## src/rtl/gcd_seq_pkg.sv

```systemverilog
// Shared definitions for the GCD job sequencer.
// Holds the sequencer state encoding, the slave CSR word map, the register
// offsets of the downstream GCD calculator and the CTRL bit positions.
package gcd_seq_pkg;

    typedef enum logic [3:0] {
        S_IDLE      = 4'd0,
        S_RD_A      = 4'd1,
        S_RD_B      = 4'd2,
        S_WR_A      = 4'd3,
        S_WR_B      = 4'd4,
        S_POLL      = 4'd5,
        S_POLL_WAIT = 4'd6,
        S_RD_RES    = 4'd7,
        S_RES_WAIT  = 4'd8,
        S_WR_RES    = 4'd9,
        S_NEXT      = 4'd10
    } seq_state_e;

    // Slave CSR word addresses
    localparam logic [1:0] CSR_CTRL  = 2'd0;
    localparam logic [1:0] CSR_SRC   = 2'd1;
    localparam logic [1:0] CSR_DST   = 2'd2;
    localparam logic [1:0] CSR_COUNT = 2'd3;

    // GCD calculator register offsets; offset 1 is operand A on write and
    // the result on read
    localparam logic [1:0] GCD_REG_STATUS = 2'd0;
    localparam logic [1:0] GCD_REG_A_RES  = 2'd1;
    localparam logic [1:0] GCD_REG_B      = 2'd2;

    // CTRL bit positions
    localparam int CTRL_START_BIT  = 0;
    localparam int CTRL_BUSY_BIT   = 0;
    localparam int CTRL_DONE_BIT   = 1;
    localparam int CTRL_ERROR_BIT  = 2;
    localparam int CTRL_IRQ_EN_BIT = 3;
    localparam int CTRL_JOBS_LSB   = 16;

    // Saturating view of the 32-bit job counter for the 16-bit CTRL field
    function automatic logic [15:0] jobs_sat(input logic [31:0] jobs);
        return (jobs > 32'h0000_FFFF) ? 16'hFFFF : jobs[15:0];
    endfunction

endpackage

```

## src/rtl/gcd_job_sequencer_if.sv

```systemverilog
// Avalon-MM style memory bus used by the sequencer's memory master.
// Signals: address (byte), read, write, writedata, readdata, waitrequest.
// Modports: master (sequencer side), slave (memory side).
interface gcd_job_sequencer_if #(
    parameter int ADDR_W = 32
);
    logic [ADDR_W-1:0] address;
    logic              read;
    logic              write;
    logic [31:0]       writedata;
    logic [31:0]       readdata;
    logic              waitrequest;

    modport master (
        output address, read, write, writedata,
        input  readdata, waitrequest
    );

    modport slave (
        input  address, read, write, writedata,
        output readdata, waitrequest
    );
endinterface

```

## src/rtl/gcd_seq_mem_port.sv

```systemverilog
// Single-command memory master port.
// A start_i pulse captures one read or write command, which is presented on
// the bus (registered) and held until waitrequest drops; the port then
// returns a one-cycle ack_o, with the read data on rdata_o for reads.
// Ports: clock, reset (sync, active-high), start_i, we_i, addr_i, wdata_i,
//        ack_o, rdata_o, mem_bus (master modport).
module gcd_seq_mem_port #(
    parameter int ADDR_W = 32
) (
    input  logic                clock,
    input  logic                reset,
    input  logic                start_i,
    input  logic                we_i,
    input  logic [ADDR_W-1:0]   addr_i,
    input  logic [31:0]         wdata_i,
    output logic                ack_o,
    output logic [31:0]         rdata_o,
    gcd_job_sequencer_if.master mem_bus
);

    logic [ADDR_W-1:0] addr_q;
    logic              rd_q;
    logic              wr_q;
    logic [31:0]       wdata_q;
    logic              ack_q;
    logic [31:0]       rdata_q;

    // Command capture, hold-while-stalled and completion ack
    always_ff @(posedge clock) begin
        if (reset) begin
            addr_q  <= '0;
            rd_q    <= 1'b0;
            wr_q    <= 1'b0;
            wdata_q <= 32'd0;
            ack_q   <= 1'b0;
            rdata_q <= 32'd0;
        end else begin
            ack_q <= 1'b0;
            if (rd_q || wr_q) begin
                if (!mem_bus.waitrequest) begin
                    rd_q  <= 1'b0;
                    wr_q  <= 1'b0;
                    ack_q <= 1'b1;
                    if (rd_q) begin
                        rdata_q <= mem_bus.readdata;
                    end
                end
            end else if (start_i) begin
                addr_q  <= addr_i;
                rd_q    <= ~we_i;
                wr_q    <= we_i;
                wdata_q <= wdata_i;
            end
        end
    end

    assign mem_bus.address   = addr_q;
    assign mem_bus.read      = rd_q;
    assign mem_bus.write     = wr_q;
    assign mem_bus.writedata = wdata_q;
    assign ack_o             = ack_q;
    assign rdata_o           = rdata_q;

endmodule

```

## src/rtl/gcd_job_sequencer.sv

```systemverilog
// GCD job sequencer: batch-feeds operand pairs from memory into a GCD
// calculator through its CSR slave and stores the results back to memory.
// Ports: clock, reset (sync, active-high); csr_* slave (CTRL/SRC/DST/COUNT);
//        mem (memory master interface); gcd_* master towards the GCD CSRs.
// Optional: GCD_SEQ_IRQ_EN adds a level irq output and CTRL bit3 irq_enable,
//           with write-1-to-clear of done (bit1) and error (bit2).
module gcd_job_sequencer
    import gcd_seq_pkg::*;
#(
    parameter int POLL_LIMIT = 1024,
    parameter int ADDR_W     = 32
) (
    input  logic                clock,
    input  logic                reset,
    input  logic                csr_read,
    input  logic                csr_write,
    input  logic [1:0]          csr_address,
    input  logic [31:0]         csr_writedata,
    output logic [31:0]         csr_readdata,
    gcd_job_sequencer_if.master mem,
    output logic [1:0]          gcd_address,
    output logic                gcd_read,
    output logic                gcd_write,
    output logic [31:0]         gcd_writedata,
    input  logic [31:0]         gcd_readdata
`ifdef GCD_SEQ_IRQ_EN
    ,
    output logic                irq
`endif
);

    localparam int PCNT_W = $clog2(POLL_LIMIT + 1);

    seq_state_e        state_q, state_d;
    logic [31:0]       src_q, dst_q, count_q;
    logic              done_q, done_d, error_q, error_d;
    logic [31:0]       jobs_q, jobs_d;
    logic [PCNT_W-1:0] poll_q, poll_d;
    logic [31:0]       a_q, a_d, b_q, b_d;
    logic [31:0]       csr_readdata_q, rdata_s;
    logic [1:0]        gcd_address_q, gcd_address_d;
    logic              gcd_read_q, gcd_read_d, gcd_write_q, gcd_write_d;
    logic [31:0]       gcd_writedata_q, gcd_writedata_d;
    logic              busy_s, start_s, ctrl_wr_s, clr_done_s, clr_error_s;
    logic              irq_en_s;
    logic              mem_start_s, mem_we_s, mem_ack_s;
    logic [ADDR_W-1:0] mem_addr_s;
    logic [31:0]       mem_wdata_s, mem_rdata_s;

    assign busy_s    = (state_q != S_IDLE);
    assign ctrl_wr_s = csr_write && (csr_address == CSR_CTRL);
    assign start_s   = ctrl_wr_s && csr_writedata[CTRL_START_BIT];

`ifdef GCD_SEQ_IRQ_EN
    logic irq_en_q, irq_en_d, irq_q;
    assign irq_en_d    = ctrl_wr_s ? csr_writedata[CTRL_IRQ_EN_BIT] : irq_en_q;
    assign clr_done_s  = ctrl_wr_s && csr_writedata[CTRL_DONE_BIT];
    assign clr_error_s = ctrl_wr_s && csr_writedata[CTRL_ERROR_BIT];
    assign irq_en_s    = irq_en_q;
    assign irq         = irq_q;

    // irq enable register and registered level interrupt
    always_ff @(posedge clock) begin
        if (reset) begin
            irq_en_q <= 1'b0;
            irq_q    <= 1'b0;
        end else begin
            irq_en_q <= irq_en_d;
            irq_q    <= irq_en_d & (done_d | error_d);
        end
    end
`else
    assign clr_done_s  = 1'b0;
    assign clr_error_s = 1'b0;
    assign irq_en_s    = 1'b0;
`endif

    // Configuration registers, writable only while idle
    always_ff @(posedge clock) begin
        if (reset) begin
            src_q   <= 32'd0;
            dst_q   <= 32'd0;
            count_q <= 32'd0;
        end else if (csr_write && !busy_s) begin
            case (csr_address)
                CSR_SRC:   src_q   <= csr_writedata;
                CSR_DST:   dst_q   <= csr_writedata;
                CSR_COUNT: count_q <= csr_writedata;
                default:   ;
            endcase
        end
    end

    // Sequencer next-state, per-job datapath and memory command issue
    always_comb begin
        state_d     = state_q;
        done_d      = done_q;
        error_d     = error_q;
        jobs_d      = jobs_q;
        poll_d      = poll_q;
        a_d         = a_q;
        b_d         = b_q;
        mem_start_s = 1'b0;
        mem_we_s    = 1'b0;
        mem_addr_s  = '0;
        mem_wdata_s = 32'd0;
        case (state_q)
            S_IDLE: begin
                if (start_s) begin
                    done_d  = 1'b0;
                    error_d = 1'b0;
                    jobs_d  = 32'd0;
                    if (count_q != 32'd0) begin
                        state_d     = S_RD_A;
                        mem_start_s = 1'b1;
                        mem_addr_s  = ADDR_W'(src_q);
                    end else begin
                        done_d = 1'b1;
                    end
                end else begin
                    state_d = S_IDLE;
                end
            end
            S_RD_A: begin
                if (mem_ack_s) begin
                    a_d         = mem_rdata_s;
                    state_d     = S_RD_B;
                    mem_start_s = 1'b1;
                    mem_addr_s  = ADDR_W'(src_q) + ADDR_W'({jobs_q, 3'b100});
                end else begin
                    state_d = S_RD_A;
                end
            end
            S_RD_B: begin
                if (mem_ack_s) begin
                    b_d     = mem_rdata_s;
                    state_d = S_WR_A;
                end else begin
                    state_d = S_RD_B;
                end
            end
            S_WR_A: state_d = S_WR_B;
            S_WR_B: begin
                poll_d  = '0;
                state_d = S_POLL;
            end
            S_POLL: state_d = S_POLL_WAIT;
            S_POLL_WAIT: begin
                if (gcd_readdata == 32'd0) begin
                    state_d = S_RD_RES;
                end else if (poll_q + PCNT_W'(1) == PCNT_W'(POLL_LIMIT)) begin
                    poll_d  = poll_q + PCNT_W'(1);
                    error_d = 1'b1;
                    state_d = S_IDLE;
                end else begin
                    poll_d  = poll_q + PCNT_W'(1);
                    state_d = S_POLL;
                end
            end
            S_RD_RES: state_d = S_RES_WAIT;
            S_RES_WAIT: begin
                // The result is captured straight into the memory port
                state_d     = S_WR_RES;
                mem_start_s = 1'b1;
                mem_we_s    = 1'b1;
                mem_addr_s  = ADDR_W'(dst_q) + ADDR_W'({jobs_q, 2'b00});
                mem_wdata_s = gcd_readdata;
            end
            S_WR_RES: begin
                if (mem_ack_s) begin
                    state_d = S_NEXT;
                end else begin
                    state_d = S_WR_RES;
                end
            end
            S_NEXT: begin
                jobs_d = jobs_q + 32'd1;
                if (jobs_q + 32'd1 == count_q) begin
                    done_d  = 1'b1;
                    state_d = S_IDLE;
                end else begin
                    state_d     = S_RD_A;
                    mem_start_s = 1'b1;
                    mem_addr_s  = ADDR_W'(src_q) + ADDR_W'({jobs_q + 32'd1, 3'b000});
                end
            end
            default: state_d = S_IDLE;
        endcase
        done_d  = done_d & ~clr_done_s;
        error_d = error_d & ~clr_error_s;
    end

    // GCD strobes decoded from the next state so they leave a register
    always_comb begin
        gcd_write_d     = 1'b0;
        gcd_read_d      = 1'b0;
        gcd_address_d   = GCD_REG_STATUS;
        gcd_writedata_d = 32'd0;
        case (state_d)
            S_WR_A: begin
                gcd_write_d     = 1'b1;
                gcd_address_d   = GCD_REG_A_RES;
                gcd_writedata_d = a_d;
            end
            S_WR_B: begin
                gcd_write_d     = 1'b1;
                gcd_address_d   = GCD_REG_B;
                gcd_writedata_d = b_d;
            end
            S_POLL:   gcd_read_d = 1'b1;
            S_RD_RES: begin
                gcd_read_d    = 1'b1;
                gcd_address_d = GCD_REG_A_RES;
            end
            default: gcd_read_d = 1'b0;
        endcase
    end

    // CSR read mux; CTRL always reflects live status
    always_comb begin
        rdata_s = 32'd0;
        case (csr_address)
            CSR_CTRL: begin
                rdata_s[CTRL_BUSY_BIT]                   = busy_s;
                rdata_s[CTRL_DONE_BIT]                   = done_q;
                rdata_s[CTRL_ERROR_BIT]                  = error_q;
                rdata_s[CTRL_IRQ_EN_BIT]                 = irq_en_s;
                rdata_s[CTRL_JOBS_LSB+15:CTRL_JOBS_LSB]  = jobs_sat(jobs_q);
            end
            CSR_SRC:   rdata_s = src_q;
            CSR_DST:   rdata_s = dst_q;
            CSR_COUNT: rdata_s = count_q;
            default:   rdata_s = 32'd0;
        endcase
    end

    // State, datapath and registered outputs
    always_ff @(posedge clock) begin
        if (reset) begin
            state_q         <= S_IDLE;
            done_q          <= 1'b0;
            error_q         <= 1'b0;
            jobs_q          <= 32'd0;
            poll_q          <= '0;
            a_q             <= 32'd0;
            b_q             <= 32'd0;
            csr_readdata_q  <= 32'd0;
            gcd_address_q   <= 2'd0;
            gcd_read_q      <= 1'b0;
            gcd_write_q     <= 1'b0;
            gcd_writedata_q <= 32'd0;
        end else begin
            state_q         <= state_d;
            done_q          <= done_d;
            error_q         <= error_d;
            jobs_q          <= jobs_d;
            poll_q          <= poll_d;
            a_q             <= a_d;
            b_q             <= b_d;
            csr_readdata_q  <= csr_read ? rdata_s : 32'd0;
            gcd_address_q   <= gcd_address_d;
            gcd_read_q      <= gcd_read_d;
            gcd_write_q     <= gcd_write_d;
            gcd_writedata_q <= gcd_writedata_d;
        end
    end

    assign csr_readdata  = csr_readdata_q;
    assign gcd_address   = gcd_address_q;
    assign gcd_read      = gcd_read_q;
    assign gcd_write     = gcd_write_q;
    assign gcd_writedata = gcd_writedata_q;

    gcd_seq_mem_port #(
        .ADDR_W (ADDR_W)
    ) u_mem_port (
        .clock   (clock),
        .reset   (reset),
        .start_i (mem_start_s),
        .we_i    (mem_we_s),
        .addr_i  (mem_addr_s),
        .wdata_i (mem_wdata_s),
        .ack_o   (mem_ack_s),
        .rdata_o (mem_rdata_s),
        .mem_bus (mem)
    );

endmodule

```

## src/flat_wrapper.sv

```systemverilog
// flat-port wrapper written by rule: the top's interface ports become plain ports
module gcd_job_sequencer_flat import gcd_seq_pkg::*;
#(
    parameter int POLL_LIMIT = 1024,
    parameter int ADDR_W     = 32
)
  (clock, reset, csr_read, csr_write, csr_address, csr_writedata, csr_readdata, gcd_address, gcd_read, gcd_write, gcd_writedata, gcd_readdata, mem_address, mem_read, mem_write, mem_writedata, mem_readdata, mem_waitrequest);
  gcd_job_sequencer_if #(.ADDR_W(ADDR_W)) mem_i ();
  input  logic clock;
  input  logic reset;
  input  logic csr_read;
  input  logic csr_write;
  input  logic [1:0] csr_address;
  input  logic [31:0] csr_writedata;
  output logic [31:0] csr_readdata;
  output logic [1:0] gcd_address;
  output logic gcd_read;
  output logic gcd_write;
  output logic [31:0] gcd_writedata;
  input  logic [31:0] gcd_readdata;
  output wire logic [$bits(mem_i.address)-1:0] mem_address;
  output wire logic [$bits(mem_i.read)-1:0] mem_read;
  output wire logic [$bits(mem_i.write)-1:0] mem_write;
  output wire logic [$bits(mem_i.writedata)-1:0] mem_writedata;
  input wire logic [$bits(mem_i.readdata)-1:0] mem_readdata;
  input wire logic [$bits(mem_i.waitrequest)-1:0] mem_waitrequest;
  assign mem_address = mem_i.address;
  assign mem_read = mem_i.read;
  assign mem_write = mem_i.write;
  assign mem_writedata = mem_i.writedata;
  assign mem_i.readdata = mem_readdata;
  assign mem_i.waitrequest = mem_waitrequest;
  gcd_job_sequencer #(.POLL_LIMIT(POLL_LIMIT), .ADDR_W(ADDR_W)) u_core (.clock(clock), .reset(reset), .csr_read(csr_read), .csr_write(csr_write), .csr_address(csr_address), .csr_writedata(csr_writedata), .csr_readdata(csr_readdata), .mem(mem_i), .gcd_address(gcd_address), .gcd_read(gcd_read), .gcd_write(gcd_write), .gcd_writedata(gcd_writedata), .gcd_readdata(gcd_readdata));
endmodule
```

## config.mk

```make
export PLATFORM = sky130hd
export DESIGN_NAME = gcd_job_sequencer_flat
export DESIGN_NICKNAME = d
export VERILOG_FILES = /design/src/rtl/gcd_seq_pkg.sv /design/src/rtl/gcd_job_sequencer_if.sv /design/src/rtl/gcd_seq_mem_port.sv /design/src/rtl/gcd_job_sequencer.sv /design/src/flat_wrapper.sv
export SDC_FILE = /design/constraint.sdc
export NUM_CORES = 1
export LEC_CHECK = 0
export CAP_MARGIN = 5
export CORE_MARGIN = 4
export CORE_UTILIZATION = 40
export DETAILED_ROUTE_END_ITERATION = 12
export GPL_TIMING_DRIVEN = 0
export HOLD_SLACK_MARGIN = 0.1
export PLACE_DENSITY = 0.63
export SETUP_SLACK_MARGIN = 0.15
export SLEW_MARGIN = 40
export SYNTH_ARGS = -nofsm -noshare
export SYNTH_HDL_FRONTEND = slang
export SYNTH_HIERARCHICAL = 1
export SYNTH_SLANG_ARGS = --single-unit
```

## constraint.sdc

```tcl
create_clock -name clock -period 7.8 [get_ports clock]
set_input_delay 1.17 -clock clock [delete_from_list [all_inputs] [get_ports clock]]
set_output_delay 1.17 -clock clock [all_outputs]
set_load 0.02 [all_outputs]
```

* After elaboration in Yosys (flattened, before gate mapping)
Cells that the tools add are included.
Storage, ports and cells: register bits 376, input port bits 103, output and inout bits 134, word-level logic and storage cells 135
Cells by class: add/sub/neg operators 5, magnitude comparators 1, equal/unequal tests 24, muxes and demuxes 51, bitwise operators 4, reduce and logical (&&, ||, !) cells 29
Operators by type and width (number):
- 32-bit two-way mux | 10
- 32-bit case mux with 2 select lines | 2
- 32-bit case mux with 4 select lines | 1
- 32-bit adder | 3
- 16-bit case mux with 4 select lines | 1
- 4-bit case mux with 11 select lines | 1
- 12-bit case mux with 3 select lines | 1
- 32-bit by 1-bit adder with 32-bit output (second input constant) | 1
- 32-bit == test | 1
- 32-bit by 16-bit greater-than comparator with 1-bit output (second input constant) | 1
- 32-bit zero test | 1
- 32-bit nonzero test | 1
- 4-bit by 3-bit == test with 1-bit output (second input constant) | 7
- 11-bit case mux with 2 select lines | 1
- 1-bit two-way mux | 21
- 16-bit two-way mux | 1
- 4-bit case mux with 4 select lines | 1
- 2-bit AND reduction | 7
- 4-bit by 2-bit == test with 1-bit output (second input constant) | 3
- 4-bit == test (second input constant) | 3
- 4-bit two-way mux | 3
- 11-bit by 1-bit adder with 11-bit output (second input constant) | 1
- 11-bit == test (second input constant) | 1
- 11-bit two-way mux | 1
- other kinds (21) | 40

* Longest topological paths before layout
depth in word-level cells 8, gate-level depth with buffers 20

* Modules after synthesis
Netlist, hierarchy kept.
By module, submodules not included:
- gcd_job_sequencer | times used 1, cells an instance 2235, area an instance 17162.7 um^2
- gcd_seq_mem_port | times used 1, cells an instance 431, area an instance 3459.6 um^2

* Worst setup path after synthesis
OpenSTA, ideal clock, no wires.
path type register -> register, from register u_core.jobs_q[1], to register u_core.u_mem_port.addr_q[23], in the netlist u_core/u_mem_port/mem_bus.address[23], data arrival time 3.868 ns, slack 3.800 ns, cell stages (with the launch flop) 18, buffers on the path 3, clock period less this slack 4.000 ns, cells stage by stage dfxtp_1 ha_1 nand3_4 or4_4 nor3_1 xnor3_1 nand4_1 nor4_1 nand4_1 and2_1 buf_6 or3_4 nand2b_1 nor3b_1 buf_2 buf_4 nand2_1 a21oi_1
On the way: cells in the longest elaborated chain, start to end 5, elaborated cells on any way between the ends 11, those cells by class 4 x add/sub; 1 x eq/ne; 5 x mux; 1 x reduce/logical
Ends and longest elaborated chain:
- start: declaration | line gcd_job_sequencer.sv:37 | logic [31:0] jobs_q, jobs_d;
- start signal: assignment | line gcd_job_sequencer.sv:256 | jobs_q <= jobs_d;
- 32-bit by 1-bit adder with 32-bit output | line gcd_job_sequencer.sv:178 | if (jobs_q + 32'd1 == count_q) begin
- 32-bit == test | line gcd_job_sequencer.sv:178
- 1-bit two-way mux | line gcd_job_sequencer.sv:178
- 1-bit case mux with 4 select lines | line gcd_job_sequencer.sv:107 | case (state_q)
- named net u_core.mem_start_s | line gcd_job_sequencer.sv:46 | logic mem_start_s, mem_we_s, mem_ack_s;
- 2-bit AND reduction (no source line)
- end signal: assignment | line gcd_seq_mem_port.sv:49 | addr_q <= addr_i;
- end: declaration | line gcd_seq_mem_port.sv:21 | logic [ADDR_W-1:0] addr_q;
The timed path passes the listed nets, and every way through them passes these cells. A chain may end at the register's enable or synchronous reset.

* Final worst setup path
from register u_core.jobs_q[1], to register u_core.u_mem_port.wdata_q[19], in the netlist u_core/u_mem_port/mem_bus.writedata[19]
On the way: cells in the longest elaborated chain, start to end 5
Ends and longest elaborated chain:
- 32-bit by 1-bit adder with 32-bit output | line gcd_job_sequencer.sv:178
- 32-bit == test | line gcd_job_sequencer.sv:178
- 1-bit two-way mux | line gcd_job_sequencer.sv:178
- 1-bit case mux with 4 select lines | line gcd_job_sequencer.sv:107
- named net u_core.mem_start_s | line gcd_job_sequencer.sv:46
- 2-bit AND reduction (no source line)
- end signal: assignment | line gcd_seq_mem_port.sv:52 | wdata_q <= wdata_i;
- end: declaration | line gcd_seq_mem_port.sv:24 | logic [31:0] wdata_q;
The timed path passes the listed nets, and every way through them passes these cells.

==> impl_results.md <==
- Status: complete, no violations
- Most common cell after layout, fill and taps aside: nand2_1
- Hold Fails Final Rpt: 0
- Worst-Skew Late Latency: 590 ps
- Number of synthesized flops with an enable pin: 0
- Die width: around 240 µm
- Ports: approximately 240
- Worst vdd ir: between 0.1 and 0.15 mV
- Post-Synth XOR/XNOR Area: slightly below 6%
- Critical path type: register to register
- DIE AREA: around 55,000 µm²
- Row count: 82
- Reg power frac: between 40% and 50%
- Most frequent cells in the layout: nand2_1, a21oi_1, dfxtp_1
- F_max: 174 MHz
- DR vias/cell: 5.72
- CP endpoint kind: register
- Post-synth top flop: dfxtp_1
- I/O Buffers: about 240
- CTS max path bufs: 3
- Post-route clock skew: roughly 35 ps
- Global route overflow: 0
- P_sw: about 1.0 mW
- Avg Cell Area, Syn: roughly 7.7 µm²
- First-pass GRT wire length: between 100,000 and 150,000 µm
- Largest net degree at the start of global routing: 15
- Placement Setup Slack: between 2000 and 2500 ps
- Worst setup SP type: register
- Synth Register Bits: ~380
- Setup TNS: 0 ps
- Hold buffers post-CTS: 0
- Seq. cell area: ~7500 µm²
- DRC: 0
- DR iter-0 viols: about 2,200
- Avg WL per Cell: between 20 and 25 µm
- Worst slew margin: 42.4%
- Distinct cells, synth: 87
- Syn_nets: around 2,900
- Reg2Reg Setup Slack: 2060 ps
- Max FO, Critical Path: 10
- Register area share after synthesis: a little over a third
- Sw Share: a little under a quarter
- Vias post-DR: between 20,000 and 25,000
- Initial Util: roughly two fifths
- Fill cells: 4,939
- Antenna-violating nets left: 0
- RSZ-0062 raised after global routing: false
- WHS: ~450 ps
- Layout Area Growth over Synthesis: 22.8%
- GRT Util Overall: between 20% and 30%
- Final worst path period share: 73.6%
- Combinational Power Share: between 6 and 7%
- Vias in the first global route: ~20,000
- Core region area: just over 50,000 µm²
- Clock Sinks: approximately 380
- Multiplexer share of the synthesized area: roughly 1.7%
- Final std cells w/o fill: ~3,600
- # resized after CTS: 0
- Critical path arrival: 6160 ps
- Drt first pass iters: 6
- Pint: 3.33 mW
- P_leak: 9.45 nW
- Tmin final: 5740 ps
- Synthesized cell area: approximately 21,000 µm²
- Synth Area in Simple Gates: between 20% and 30%
- Compound-Gate Fraction of Synth Area: roughly 22%
- Post-placement cell count: about 3,600
- Adder-cell area share of the yosys netlist: under 10%
- Routed WL: about 80,000 µm
- Slew @ Worst Pin: 857 ps
- # Post-CTS Setup Buffers: 0
- CTS Root Cell: clkbuf_16
- Post-synth ARST share: 0%
- CTS tree: done
- Final Util: 50.1%
- Power per cell area: between 150 and 200 nW/µm²
- Post-DP HPWL: 62,700 µm
- Main combinational cell family by area after synthesis: simple AND/OR/NAND/NOR gates
- CTS H-tree depth: 2
- Multi-input gate area: approximately 12,000 µm²
- GP Congestion: between 0.9 and 1
- Max Cap Viol: 0
- Setup ws final: approximately 2100 ps
- Final Max Slew Viols: 0
- Hold Path Class: register to register
- Setup-failing EPs final: 0
- Num CTS Buffers: 42
- YS warnings: 6
- Die height: about 240 µm
- Antenna fix cells: 0
- Clock transition at path regs: ~60 ps
- Layout cells sized above 1: ~5.4%
- Worst endpoint required time: 8230 ps
- Share of power burned in the clock network: approximately 48%
- Layout Nets: 3,140
- Initial antenna violation count: 2
- Cells after synthesis: about 2,700
-- metal layers --
| layer | GRT usage [%] | up-vias | wire length [µm] |
|---|---|---|---|
| met3 | 5.11 | 155 | 6880 |
| met1 | 37.5 | 9837 | 34900 |
| met4 | 10.0 | 2 | 3230 |
| met2 | 42.2 | 945 | 33800 |
| li1 | - | 9928 | - |
| met5 | 0 | - | 17 |
-- worst paths after layout --
check                                                        startpoint                                 endpoint  depth (start not counted)
worst max-delay path                                   u_core/jobs_q[1]  u_core/u_mem_port/mem_bus.writedata[19]                         17
worst min-delay path            u_core/u_mem_port/mem_bus.writedata[31]  u_core/u_mem_port/mem_bus.writedata[31]                          2
worst max register to register                         u_core/jobs_q[1]  u_core/u_mem_port/mem_bus.writedata[19]                         17
worst min register to register  u_core/u_mem_port/mem_bus.writedata[31]  u_core/u_mem_port/mem_bus.writedata[31]                          2
-- worst max-delay path: stages, from the launching register on --
cell and delay [ps]:
dfxtp_1 670, ha_1 440, nand3_4 190, nor4_1 600, xor2_1 480, xor2_1 220, a2111o_1 430, nor4_1 400
nand4_1 340, and2_1 280, buf_6 150, or3_4 400, nand2b_1 220, nor3b_1 180, buf_2 200, buf_4 190
nand2_1 90, a21oi_1 60
-- layout make-up --
cell class / count / share of cell area (%)
Buffer: 174 / 3.16
Clock buffer: 57 / 4.81
Clock inverter: 15 / 1.02
Inverter: 41 / 0.608
Multi-Input combinational cell: 2075 / 48.0
Sequential cell: 376 / 29.7
Tap cell: 672 / 3.32
Timing Repair Buffer: 236 / 9.33
-- synthesized netlist by cell type (all sizes together), types with 38 or more instances --
library cell  number  area [µm²]
ha                88        1100
o21ai             92         460
nor3              42         236
nand2            606        2270
clkbuf           119         448
inv               41         154
a21oi            376        1880
nor2             176         661
and2              38         238
dfxtp            376        7530
xnor2             79         692
buf               55         350
xor2              58         508
nand3             49         273
-- cell families after synthesis --
| group | count (synthesis) |
|---|---|
| muxes | 32 |
| and+or+nand+nor | 1088 |
| xor gates and xnor gates | 138 |
| AOI/OAI and AO/OA | 726 |
| DFF | 376 |
| adders and majority gates | 91 |
| buffers and inverters | 215 |
-- power by group through the flow --
stage / registers [mW] / clock network, mW / logic, mW
6_report: 1.99 / 2.10 / 0.297
5_1_grt: 1.99 / 2.22 / 0.321
4_1_cts: 1.98 / 2.14 / 0.294
3_5_place_dp: 2.02 / 0 / 0.292
3_3_place_gp: 2.02 / 0 / 0.289
2_1_floorplan: 2.01 / 0 / 0.151
-- metrics by stage --
step           cell area, µm²  total power, mW
3_5_place_dp            23800             2.32
4_1_cts                 25300             4.42
2_1_floorplan           20600             2.16
3_3_place_gp            23800             2.31
5_1_grt                 25300             4.52
6_report                25300             4.38
No activity file was read; power rests on OpenSTA's default activity.
